## config.mk

```make
export PLATFORM = sky130hd
export DESIGN_NAME = crc_frame_serializer
export DESIGN_NICKNAME = d
export VERILOG_FILES = /design/src/rtl/crc_pkg.sv /design/src/rtl/crc_frame_serializer_piso_shifter.sv /design/src/rtl/crc_frame_serializer.sv
export SDC_FILE = /design/constraint.sdc
export NUM_CORES = 1
export LEC_CHECK = 0
export BUFFER_PORTS_ARGS = -buffer_cell sky130_fd_sc_hd__buf_4
export CAP_MARGIN = 20
export CORE_UTILIZATION = 49
export CTS_CLUSTER_SIZE = 25
export DETAILED_ROUTE_END_ITERATION = 12
export PLACE_DENSITY = 0.7
export SYNTH_ARGS = -nofsm -noshare
export SYNTH_HDL_FRONTEND = slang
export SYNTH_SLANG_ARGS = --single-unit
```

## constraint.sdc

```tcl
create_clock -name CLK -period 4.25 [get_ports CLK]
set_input_delay 0.6375 -clock CLK [delete_from_list [all_inputs] [get_ports CLK]]
set_output_delay 0.6375 -clock CLK [all_outputs]
set_load 0.05 [all_outputs]
```

## src/rtl/crc_pkg.sv

```systemverilog
// Shared definitions for the serial CRC-8 generator and its frame serializer.
// Holds the FSM state encoding, the CRC width/seed and the tail length.
package crc_pkg;

  localparam int                CRC_WD   = 8;
  localparam logic [CRC_WD-1:0] SEED     = 8'hD8;
  localparam int                TAIL_CYC = CRC_WD + 1;

  typedef enum logic [1:0] {
    IDLE  = 2'd0,
    CLR   = 2'd1,
    SHIFT = 2'd2,
    TAIL  = 2'd3
  } state_t;

endpackage

```

## src/rtl/crc_frame_serializer_piso_shifter.sv

```systemverilog
// Parallel-in serial-out register: load wins over shift, shifts right with
// zero fill, bit 0 is the next serial bit.
module piso_shifter #(
  parameter int WD = 8
) (
  input  logic          i_clk,
  input  logic          i_rst,
  input  logic          i_load,
  input  logic          i_shift,
  input  logic [WD-1:0] i_din,
  output logic          o_bit0
);

  logic [WD-1:0] r_shift;

  always_ff @(posedge i_clk) begin
    if (i_rst) begin
      r_shift <= '0;
    end else if (i_load) begin
      r_shift <= i_din;
    end else if (i_shift) begin
      r_shift <= {1'b0, r_shift[WD-1:1]};
    end
  end

  assign o_bit0 = r_shift[0];

endmodule

```

## src/rtl/crc_frame_serializer.sv

```systemverilog
// Frames valid/ready input words and serializes them LSB-first into the serial
// CRC generator, reseeding it before each frame and waiting out its CRC tail.
module crc_frame_serializer
  import crc_pkg::*;
#(
  parameter int DATA_WD = 8
) (
  input  logic               CLK,
  input  logic               RST,
  input  logic [DATA_WD-1:0] In_Data,
  input  logic               In_Valid,
  input  logic               In_Last,
  output logic               In_Ready,
  output logic               Ser_Data,
  output logic               Ser_Active,
  output logic               Crc_Rst_N,
  output logic               Busy,
  output logic               Frame_Done,
  output logic               Underrun
);

  // Generator needs DATA_WD valid CRC cycles plus one terminating cycle.
  localparam int                TAIL_CYCLES = DATA_WD + 1;
  localparam int                CNT_WD      = $clog2(TAIL_CYCLES + 1);
  localparam logic [CNT_WD-1:0] BIT_LAST    = CNT_WD'(DATA_WD - 1);
  localparam logic [CNT_WD-1:0] TAIL_LAST   = CNT_WD'(TAIL_CYCLES - 1);

  state_t              r_state, w_state_next;
  logic [CNT_WD-1:0]   r_bit_cnt, w_bit_cnt_next;
  logic [CNT_WD-1:0]   r_tail_cnt, w_tail_cnt_next;
  logic                r_last, w_last_next;
  logic                r_ser_data, r_ser_active, r_crc_rst_n;
  logic                r_busy, r_frame_done, r_underrun;
  logic                w_ser_data_next, w_ser_active_next, w_crc_rst_n_next;
  logic                w_busy_next, w_frame_done_next, w_underrun_next;
  logic                w_bit_end, w_accept;
  logic                w_load, w_shift, w_emit;
  logic [DATA_WD-1:0]  w_load_word;
  logic                w_shift_bit0;

  assign w_bit_end = (r_state == SHIFT) && (r_bit_cnt == BIT_LAST);
  assign In_Ready  = (r_state == IDLE) || (w_bit_end && !r_last);
  assign w_accept  = In_Valid && In_Ready;

  piso_shifter #(.WD(DATA_WD)) u_piso (
    .i_clk   (CLK),
    .i_rst   (RST),
    .i_load  (w_load),
    .i_shift (w_shift),
    .i_din   (w_load_word),
    .o_bit0  (w_shift_bit0)
  );

  always_ff @(posedge CLK) begin
    if (RST) begin
      r_state      <= IDLE;
      r_bit_cnt    <= '0;
      r_tail_cnt   <= '0;
      r_last       <= 1'b0;
      r_ser_data   <= 1'b0;
      r_ser_active <= 1'b0;
      r_crc_rst_n  <= 1'b1;
      r_busy       <= 1'b0;
      r_frame_done <= 1'b0;
      r_underrun   <= 1'b0;
    end else begin
      r_state      <= w_state_next;
      r_bit_cnt    <= w_bit_cnt_next;
      r_tail_cnt   <= w_tail_cnt_next;
      r_last       <= w_last_next;
      r_ser_data   <= w_ser_data_next;
      r_ser_active <= w_ser_active_next;
      r_crc_rst_n  <= w_crc_rst_n_next;
      r_busy       <= w_busy_next;
      r_frame_done <= w_frame_done_next;
      r_underrun   <= w_underrun_next;
    end
  end

  // w_emit is the bit that goes on the wire in the next cycle; the shifter
  // always holds the bits still to be sent, so a reload mid-frame pre-shifts.
  always_comb begin
    w_state_next    = r_state;
    w_bit_cnt_next  = r_bit_cnt;
    w_tail_cnt_next = r_tail_cnt;
    w_last_next     = r_last;
    w_load          = 1'b0;
    w_shift         = 1'b0;
    w_load_word     = In_Data;
    w_emit          = 1'b0;
    case (r_state)
      IDLE: begin
        if (w_accept) begin
          w_load       = 1'b1;
          w_last_next  = In_Last;
          w_state_next = CLR;
        end
      end
      CLR: begin
        w_emit         = w_shift_bit0;
        w_shift        = 1'b1;
        w_bit_cnt_next = '0;
        w_state_next   = SHIFT;
      end
      SHIFT: begin
        if (!w_bit_end) begin
          w_emit         = w_shift_bit0;
          w_shift        = 1'b1;
          w_bit_cnt_next = r_bit_cnt + 1'b1;
        end else if (w_accept) begin
          w_load         = 1'b1;
          w_load_word    = {1'b0, In_Data[DATA_WD-1:1]};
          w_emit         = In_Data[0];
          w_last_next    = In_Last;
          w_bit_cnt_next = '0;
        end else begin
          w_tail_cnt_next = '0;
          w_state_next    = TAIL;
        end
      end
      TAIL: begin
        if (r_tail_cnt == TAIL_LAST) begin
          w_tail_cnt_next = '0;
          w_state_next    = IDLE;
        end else begin
          w_tail_cnt_next = r_tail_cnt + 1'b1;
        end
      end
      default: w_state_next = IDLE;
    endcase
  end

  // Outputs are registered from the upcoming state so they line up with it;
  // Underrun therefore shows in the first TAIL cycle after the missed word.
  always_comb begin
    w_ser_active_next = (w_state_next == SHIFT);
    w_ser_data_next   = (w_state_next == SHIFT) && w_emit;
    w_crc_rst_n_next  = (w_state_next != CLR);
    w_busy_next       = (w_state_next != IDLE);
    w_frame_done_next = (w_state_next == TAIL) && (w_tail_cnt_next == TAIL_LAST);
    w_underrun_next   = w_bit_end && !w_accept && !r_last;
  end

  assign Ser_Data   = r_ser_data;
  assign Ser_Active = r_ser_active;
  assign Crc_Rst_N  = r_crc_rst_n;
  assign Busy       = r_busy;
  assign Frame_Done = r_frame_done;
  assign Underrun   = r_underrun;

endmodule

```

* After elaboration in Yosys (flattened, before gate mapping)
Cells that the tools add are included.
Widths: inputs -> output; s select.
** Storage, ports and cells
- Input bits :: 12
- Output and inout bits :: 7
- Bits in registers :: 25
- Word-level logic and storage cells :: 69
** Cells by class
- Reductions and logical operators :: 17
- Equal/unequal tests :: 11
- Mux-type cells :: 28
- Add/sub/neg operators :: 2
** Operators with widths (count)
- $mux 8 :: 5
- $mux 4 :: 5
- $pmux 4 s2 :: 2
- $add 4x1->4 const B :: 2
- $eq 2x2->1 const B :: 4
- $eq 4x4->1 const B :: 2
- $mux 2 :: 4
- $pmux 1 s2 :: 4
- $pmux 2 s4 :: 1
- $reduce_bool 2->1 :: 4
- $logic_and 1x1->1 :: 7
- $mux 1 :: 7
- $eq 4x3->1 const B :: 1
- $reduce_and 2->1 :: 2
- $ne 3x3->1 const B :: 1
- $eq 2x1->1 const B :: 1
- $logic_not 1->1 :: 2
- $logic_not 2->1 :: 1
- $ne 2x1->1 const B :: 1
- $ne 2x2->1 const B :: 1
- $logic_or 1x1->1 :: 1

* Logic depth before layout (Yosys ltp)
Gate-level depths: netlist (run 1).
- Word-level depth :: 10
- Mapped depth :: 9
- Mapped depth without buffers :: 8

* By module
A second synthesis (run 1) with hierarchy kept.
** Unflattened totals
- Cell total of the unflattened synthesis :: 157
- Area, all modules :: 1431.4 µm²
** By module, submodules not included
- crc_frame_serializer :: cells each 122, instances 1, sequential area each 340.3 µm², area an instance 1062.3 µm²
- piso_shifter :: cells each 35, instances 1, sequential area each 160.2 µm², area an instance 369.1 µm²

* Least setup slack after synthesis (run 1)
OpenSTA, ideal clock, no wires.
- Path kind :: register -> output
- From :: register r_state[0]
- To :: output In_Ready
- Data required time :: 3.612 ns
- Path slack :: 1.891 ns
- Arrival time :: 1.722 ns
- Buffers on the path :: 1
- Stages on the path, launching flop included :: 6
- Cell sequence :: dfxtp_1 > inv_1 > ha_1 > nand4b_4 > buf_2 > o21bai_1
** On the way
- Longest elaborated chain between the ends :: 4
- Elaborated cells between the ends (all ways) :: 5
- Those cells by class :: 1 x eq/ne; 4 x reduce/logical
** RTL lines
- start, declared :: line crc_frame_serializer.sv:28 : state_t r_state, w_state_next;
- start signal, assigned :: line crc_frame_serializer.sv:67 : r_state <= w_state_next;
- $eq 2x2->1 :: line crc_frame_serializer.sv:41 : assign w_bit_end = (r_state == SHIFT) && (r_bit_cnt == BIT_LAST);
- $logic_and 1x1->1 :: line crc_frame_serializer.sv:41
- $logic_and 1x1->1 :: line crc_frame_serializer.sv:42 : assign In_Ready = (r_state == IDLE) || (w_bit_end && !r_last);
- $logic_or 1x1->1 (*) :: line crc_frame_serializer.sv:42
- end, declared :: line crc_frame_serializer.sv:13 : output logic In_Ready,
Mark *: on every way between the ends. The rest lies on a longest branch, timed or not.

* Worst setup path after layout (run 1)
- From :: register r_state[0]
- To :: register r_crc_rst_n (netlist: Crc_Rst_N)
** On the way
- Longest elaborated chain between the ends :: 9
- Elaborated cells between the ends (all ways) :: 14
- Those cells by class :: 4 x eq/ne; 5 x mux; 5 x reduce/logical
** RTL lines
- $eq 2x2->1 :: line crc_frame_serializer.sv:41, crc_frame_serializer.sv:91
- $logic_and 1x1->1 :: line crc_frame_serializer.sv:41
- $logic_and 1x1->1 :: line crc_frame_serializer.sv:42
- $logic_or 1x1->1 :: line crc_frame_serializer.sv:42
- $logic_and 1x1->1 :: line crc_frame_serializer.sv:43 : assign w_accept = In_Valid && In_Ready;
- $mux 2 :: line crc_frame_serializer.sv:110 : end else if (w_accept) begin
- $mux 2 :: line crc_frame_serializer.sv:106 : if (!w_bit_end) begin
- $pmux 2 s4 (*) :: line crc_frame_serializer.sv:91 : case (r_state)
- $ne 2x1->1 (*) :: line crc_frame_serializer.sv:138 : w_crc_rst_n_next = (w_state_next != CLR);
- end signal, assigned :: line crc_frame_serializer.sv:73 : r_crc_rst_n <= w_crc_rst_n_next;
- end, declared :: line crc_frame_serializer.sv:32 : logic r_ser_data, r_ser_active, r_crc_rst_n;
Marked as above.
A chain may end at the register's enable or synchronous reset.

==> results of run 1 <==
worst reg2reg max path, delay by kind of cell (launching register included):
family / cells / cell delay [ns]
and+or+nand+nor: 2 / 0.47
DFF: 1 / 0.36
buffers and inverters: 1 / 0.12
adders and majority gates: 1 / 0.46
AOI/OAI and AO/OA: 3 / 1.24
power groups by stage:
| stage | Combinational [W] | Sequential [W] | Clock, W |
|---|---|---|---|
| final | 0.000339 | 0.000300 | 0.000105 |
| after global routing | 0.000368 | 0.000308 | 0.000120 |
| after CTS | 0.000340 | 0.000301 | 0.000111 |
| after detailed placement | 0.000338 | 0.000306 | 0 |
| after global placement | 0.000335 | 0.000304 | 0 |
| after floorplan | 0.000237 | 0.000337 | 0 |
layer usage:
| metal | share of wire (%) | wire length (um) |
|---|---|---|
| met1 | 49 | 1347 |
| met2 | 46 | 1277 |
| met3 | 4.5 | 124 |
| met4 | 0.58 | 16 |
| met5 | 0 | 0 |
cells by family after synthesis:
| group | Yosys count |
|---|---|
| AO/OA/AOI/OAI | 45 |
| adder cells (fa/ha/maj) | 8 |
| buffers and inverters | 18 |
| flip-flops | 25 |
| multiplexers | 9 |
| AND/OR/NAND/NOR | 60 |
area by class of cell:
| class | instances | area, um2 | area share [%] |
|---|---|---|---|
| repair buffers | 18 | 135.1 | 8.578 |
| well taps | 31 | 38.79 | 2.462 |
| multi-input cells | 122 | 829.5 | 52.66 |
| clock buffers | 3 | 22.52 | 1.430 |
| clock inverters | 1 | 5.005 | 0.3177 |
| inverters | 11 | 43.79 | 2.780 |
| flip-flops and latches | 25 | 500.5 | 31.77 |
placed cells by master, fill, tap and decap left out, drive strengths merged, types with 2 or more instances in the layout:
cell type,count
dfxtp,25
nand2,23
buf,18
a21oi,18
nor2,12
inv,11
mux2i,9
ha,8
a31o,7
o21ai,6
nand3,5
nand2b,4
nand3b,3
nor3,3
clkbuf,3
a31oi,2
and3,2
a22oi,2
o32ai,2
nor4,2
worst min path at each step:
stage | slack, ns | start | endpoint
2_1_floorplan | 0.44 | u_piso.r_shift[7]$_SDFFE_PP0P_ | u_piso.r_shift[7]$_SDFFE_PP0P_
4_1_cts | 0.48 | u_piso.r_shift[7]$_SDFFE_PP0P_ | u_piso.r_shift[7]$_SDFFE_PP0P_
6_report | 0.48 | u_piso.r_shift[7]$_SDFFE_PP0P_ | u_piso.r_shift[7]$_SDFFE_PP0P_
3_5_place_dp | 0.47 | u_piso.r_shift[7]$_SDFFE_PP0P_ | u_piso.r_shift[7]$_SDFFE_PP0P_
5_1_grt | 0.50 | In_Valid | Underrun$_SDFF_PP0_
3_3_place_gp | 0.46 | u_piso.r_shift[7]$_SDFFE_PP0P_ | u_piso.r_shift[7]$_SDFFE_PP0P_
per-stage QoR:
step	utilization, %	area [um2]	power [W]	worst slack [ns]
global placement	56.13	1548	0.0006387	1.632
CTS	57.12	1575	0.0007520	1.489
detailed placement	56.13	1548	0.0006443	1.516
finish	57.12	1575	0.0007443	1.487
floorplan	-	1416	0.0005741	1.891
global route	57.12	1575	0.0007960	1.231
flip-flops by register name (all words and copies together), names as in the netlist:
name,flops
u_piso.r_shift,8
r_bit_cnt,4
r_tail_cnt,4
r_state,2
Busy,1
Crc_Rst_N,1
Frame_Done,1
Ser_Active,1
Ser_Data,1
Underrun,1
r_last,1
==> impl_metrics.yaml, run 1 <==
status:
  status: "finished, final reports clean"
synth:
  synth-adder-area-share_pct: 7.067
  yosys.area_share.simple_pct: 23.32
  netlist-cell-type-count: 43
  synth_top_family_by_area: "simple AND/OR/NAND/NOR gates"
  synth_most_common_cell: "dfxtp_1"
  ys_ff_latch: 25
  netlist.area_leader.share_pct: 35.34
  yosysTopAreaCell: "dfxtp_1"
  synth_compound_area_share_pct: 21.82
  synth_xor_area_share_pct: 0
  synthArstFlopShare_pct: 0
  synth_area_leaders: "dfxtp_1 35%, ha_1 7.1%, mux2i_1 6.4%"
  synth_commonest_cells: "25 x dfxtp_1, 22 x nand2_1, 17 x a21oi_1"
  synth_cells: 165
  syn_area_per_cell_um2: 8.584
  muxShareOfSynthArea_pct: 6.360
  seq_area_frac_synth_pct: 35.34
  yosys_warnings: 0
  synth_nets: 185
  synth_edf_count: 0
  syn_area_um2: 1416
  ys.flop_type: "dfxtp_1"
die:
  die_h_um: 55.77
  die_area_um2: 3110
  dieWidth_um: 55.77
  fp-row-count: 19
  core_area_um2: 2758
  io_pins: 19
  initial_utilization_pct: 51.36
clock_tree:
  cts_resized: 0
  cts_sinks: 25
  cts_tree: "yes"
  post_cts_buffers: 0
  clk_pin_slew_worst_paths_ns: 0.14
  cts-root-buf: "clkbuf_4"
  clk_latency_ns: 0.31
  cts_hold_buf: 0
  cts.htree.levels: 1
  cts_buffers: 3
  cts_buffer_depth: 2
worst_setup_path:
  worstSetupEndpoint: "Crc_Rst_N$_SDFF_PP1_"
  crit_path_cell_trace: "inv_1 -> ha_1 -> nand4b_4 -> o21ai_1 -> o32ai_2 -> nor2_1 -> o211ai_1"
  cp-start-kind: "flop"
  worst-setup-path-type: "reg2reg"
  crit_cells: 7
  reg2reg_depth: 7
  arrival_ns: 2.97
  critPathBufInv: 1
  end_kind: "flop"
  worstPathRequired_ns: 4.45
  r2r-end: "Crc_Rst_N$_SDFF_PP1_"
  critPathSlowestCell: "o21ai_1"
  reg2reg_from: "r_state[0]$_SDFF_PP0_"
  startpoint: "r_state[0]$_SDFF_PP0_"
  cp_max_fo: 13
  reg2reg_slack_ns: 1.49
  critPathTopFamily: "compound AO/OA/AOI/OAI gates"
  slowest_delay_ns: 0.87
global_route:
  grt.busiest_layer: "met2"
  grt_use_met3_pct: 2.093
  grt_use_met2_pct: 31.67
  grt_usage_pct: 19.17
  grt_pass1_vias: 1123
  grt_pass1_wl_um: 4795
  grt_max_degree: 24
  use_met1_pct: 25.51
  overflow: 0
  antenna_found_initial: 0
route:
  totalWireLength_um: 2765
  remaining_drc_errors: 0
  drtIter0Drc: 56
  viasPerCell: 5.716
  wl_per_cell_um: 13.10
  dr.pass1.iters: 4
  drtAntennaViolNets: 0
  vias: 1206
sta:
  rsz0062_at_grt: "false"
  slew_headroom_pct: 31.62
  whs_ns: 0.4788
  min_period_over_period_pct: 65.02
  slew_violations: 0
  clock_skew_ns: 0.005937
  tightest_slew_ns: 1.019
  tns_ns: 0
  fin_crit_ns: 2.763
  hold_violations: 0
  clock.fmax_mhz: 361.9
  finalSetupViolations: 0
power_and_ir_drop:
  p_int_w: 0.0004380
  peakVddDrop_v: 0.0003396
  pwr_density_cell_nw_per_um2: 472.5
  p_clk_share_pct: 14.1
  power_frac_comb_pct: 45.6
  p_seq_share_pct: 40.4
  switchingPower_w: 0.0003063
  switching_share_pct: 41.16
  p_leak_nw: 0.6991
flow_run:
  drv_cap: 0
cells_and_area:
  synthToLayoutAreaGrowth_pct: 11.22
  final_nets: 201
  diodes: 0
  instances_no_fill: 211
  drive_gt1_share_pct: 17.22
  fillers: 257
place:
  placedCellCount: 207
  place.port_buffers: 18
  dp_hpwl_um: 2079
  routabilityCongestion: 0.8074
hold_path:
  worstHoldPathCells: 2
  hold_path.class: "reg2reg"
(Power assumes the default switching activity.)
==> run 2: changes to the inputs <==
==> constraint.sdc (replaced) <==
create_clock -name CLK -period 2.8 [get_ports CLK]
set_input_delay 0.42 -clock CLK [delete_from_list [all_inputs] [get_ports CLK]]
set_output_delay 0.42 -clock CLK [all_outputs]
set_load 0.05 [all_outputs]
==> run 2 against run 1 <==
Flip-flop and latch count stayed put. Clock-buffer cell count unchanged. Register-to-register slack lost 1.1 ns. Combinational power increased by 54%. Sequential share of layout area fell by 0.20 points. Wire length grew 1.4%. Clock skew is 0.0041 ns lower. First-iteration DRC count is 41% lower. Power is 54% higher.
==> impl_metrics.yaml, run 2 (synthesized netlist as in run 1, its figures left out) <==
clock_tree:
  cts_sinks: 25
  cts_resized: 0
  cts_buffer_depth: 2
  post_cts_buffers: 0
  clk_latency_ns: 0.32
  cts_hold_buf: 0
  cts.htree.levels: 1
  cts-root-buf: "clkbuf_4"
  cts_tree: "yes"
  cts_buffers: 3
  clk_pin_slew_worst_paths_ns: 0.14
route:
  drtAntennaViolNets: 0
  met1_length_um: 1370
  dr.pass1.iters: 4
  wl_met3_um: 66
  viasPerCell: 5.675
  remaining_drc_errors: 0
  vias: 1203
  wl_per_cell_um: 13.23
  drtIter0Drc: 33
  route.met2.wl_um: 1353
  totalWireLength_um: 2805
  top_layer: "met4"
sta:
  rsz0062_at_grt: "false"
  hold_violations: 0
  clock_skew_ns: 0.001825
  fin_crit_ns: 2.432
  finalSetupViolations: 0
  tightest_slew_ns: 0.5106
  clock.fmax_mhz: 411.2
  min_period_over_period_pct: 86.86
  slew_violations: 0
  slew_headroom_pct: 65.96
  tns_ns: 0
worst_setup_path:
  cp-start-kind: "flop"
  end_kind: "primary output"
  arrival_ns: 2.01
  cp_max_fo: 13
  reg2reg_from: "r_state[0]$_SDFF_PP0_"
  worstPathRequired_ns: 2.38
  reg2reg_depth: 8
  reg2reg_slack_ns: 0.39
  worst-setup-path-type: "reg2out"
  r2r-end: "Ser_Data$_SDFF_PP0_"
hold_path:
  hold_start: "In_Valid"
  worstHoldPathCells: 2
  hold_path.class: "in2reg"
  min_to: "Underrun$_SDFF_PP0_"
cells_and_area:
  final_core_util_pct: 57.49
  design_area_um2: 1585
  layout_commonest_cell: "dfxtp_1"
  drive_gt1_share_pct: 17.68
  layout_common_cells: "25 x dfxtp_1, 22 x nand2_1, 19 x buf_4"
  diodes: 0
  synthToLayoutAreaGrowth_pct: 11.93
  final_nets: 202
  reg_top3: "u_piso.r_shift (8), r_bit_cnt (4), r_tail_cnt (4)"
  largest_reg_flops: 8
  regMostFlops: "u_piso.r_shift"
power_and_ir_drop:
  peakVddDrop_v: 0.0005307
  pwr_density_cell_nw_per_um2: 722.0
  totalPowerFinal_w: 0.001145
  p_leak_nw: 0.7003
global_route:
  grt_usage_pct: 18.97
  grt_max_degree: 24
  overflow: 0
  grt_pass1_wl_um: 4754
  antenna_found_initial: 0
  grt_pass1_vias: 1112
die:
  die_h_um: 55.77
  fp-row-count: 19
  core_area_um2: 2758
  initial_utilization_pct: 51.36
  io_pins: 19
  die_area_um2: 3110
  dieWidth_um: 55.77
status:
  status: "finished, final reports clean"
place:
  placed_area_um2: 1555
  place.port_buffers: 18
  routabilityCongestion: 0.7804
  dp_hpwl_um: 2127
flow_run:
  drv_cap: 0
## run 2: how the worst max path moves through the flow
stage,start,to,slack [ns],depth (start not counted)
floorplan,r_state[0]$_SDFF_PP0_,In_Ready,0.66,5
global placement,r_state[0]$_SDFF_PP0_,Ser_Data$_SDFF_PP0_,0.55,8
detailed placement,r_state[0]$_SDFF_PP0_,Ser_Data$_SDFF_PP0_,0.41,8
CTS,r_state[0]$_SDFF_PP0_,In_Ready,0.36,5
global route,r_state[0]$_SDFF_PP0_,Ser_Data$_SDFF_PP0_,0.17,8
finish,r_state[0]$_SDFF_PP0_,In_Ready,0.37,5
## run 2: cell type report
type                       count  area, um2
clock buffer                   3      22.52
sequential                    25      500.5
fill                         253       1172
clock inverter                 1      7.507
tap                           31      38.79
multi-input combinational    122      829.5
timing repair buffer          19      142.6
inverter                      11      43.79
## run 2: layer usage
metal  vias to the layer above  GRT usage (%)
li1                        616              -
met1                       571          24.16
met2                        14          33.73
met3                         2          2.093
met4                         0          5.357
met5                         -              0
## run 2: power breakdown
group	switching (W)	internal (W)	leakage, nW
logic	0.000326	0.000197	0.482
registers	0.0000374	0.000419	0.204
clock network	0.000111	0.0000545	0.0139
## run 2: metrics by stage
step / hold slack, ns / cells / worst slack [ns]
finish: 0.3015 / 212 / 0.3681
global route: 0.3044 / 212 / 0.1731
CTS: 0.3010 / 212 / 0.3584
detailed placement: 0.4737 / 208 / 0.4061
global placement: 0.4568 / 208 / 0.5516
floorplan: 0.4429 / 165 / 0.6582
## run 2: worst max-delay path, cell delays in order (launching register included)
cell      delay [ns]
dfxtp_1         0.36
inv_1           0.13
ha_1            0.48
nand4b_4        0.29
o21bai_1        0.21
buf_4           0.22
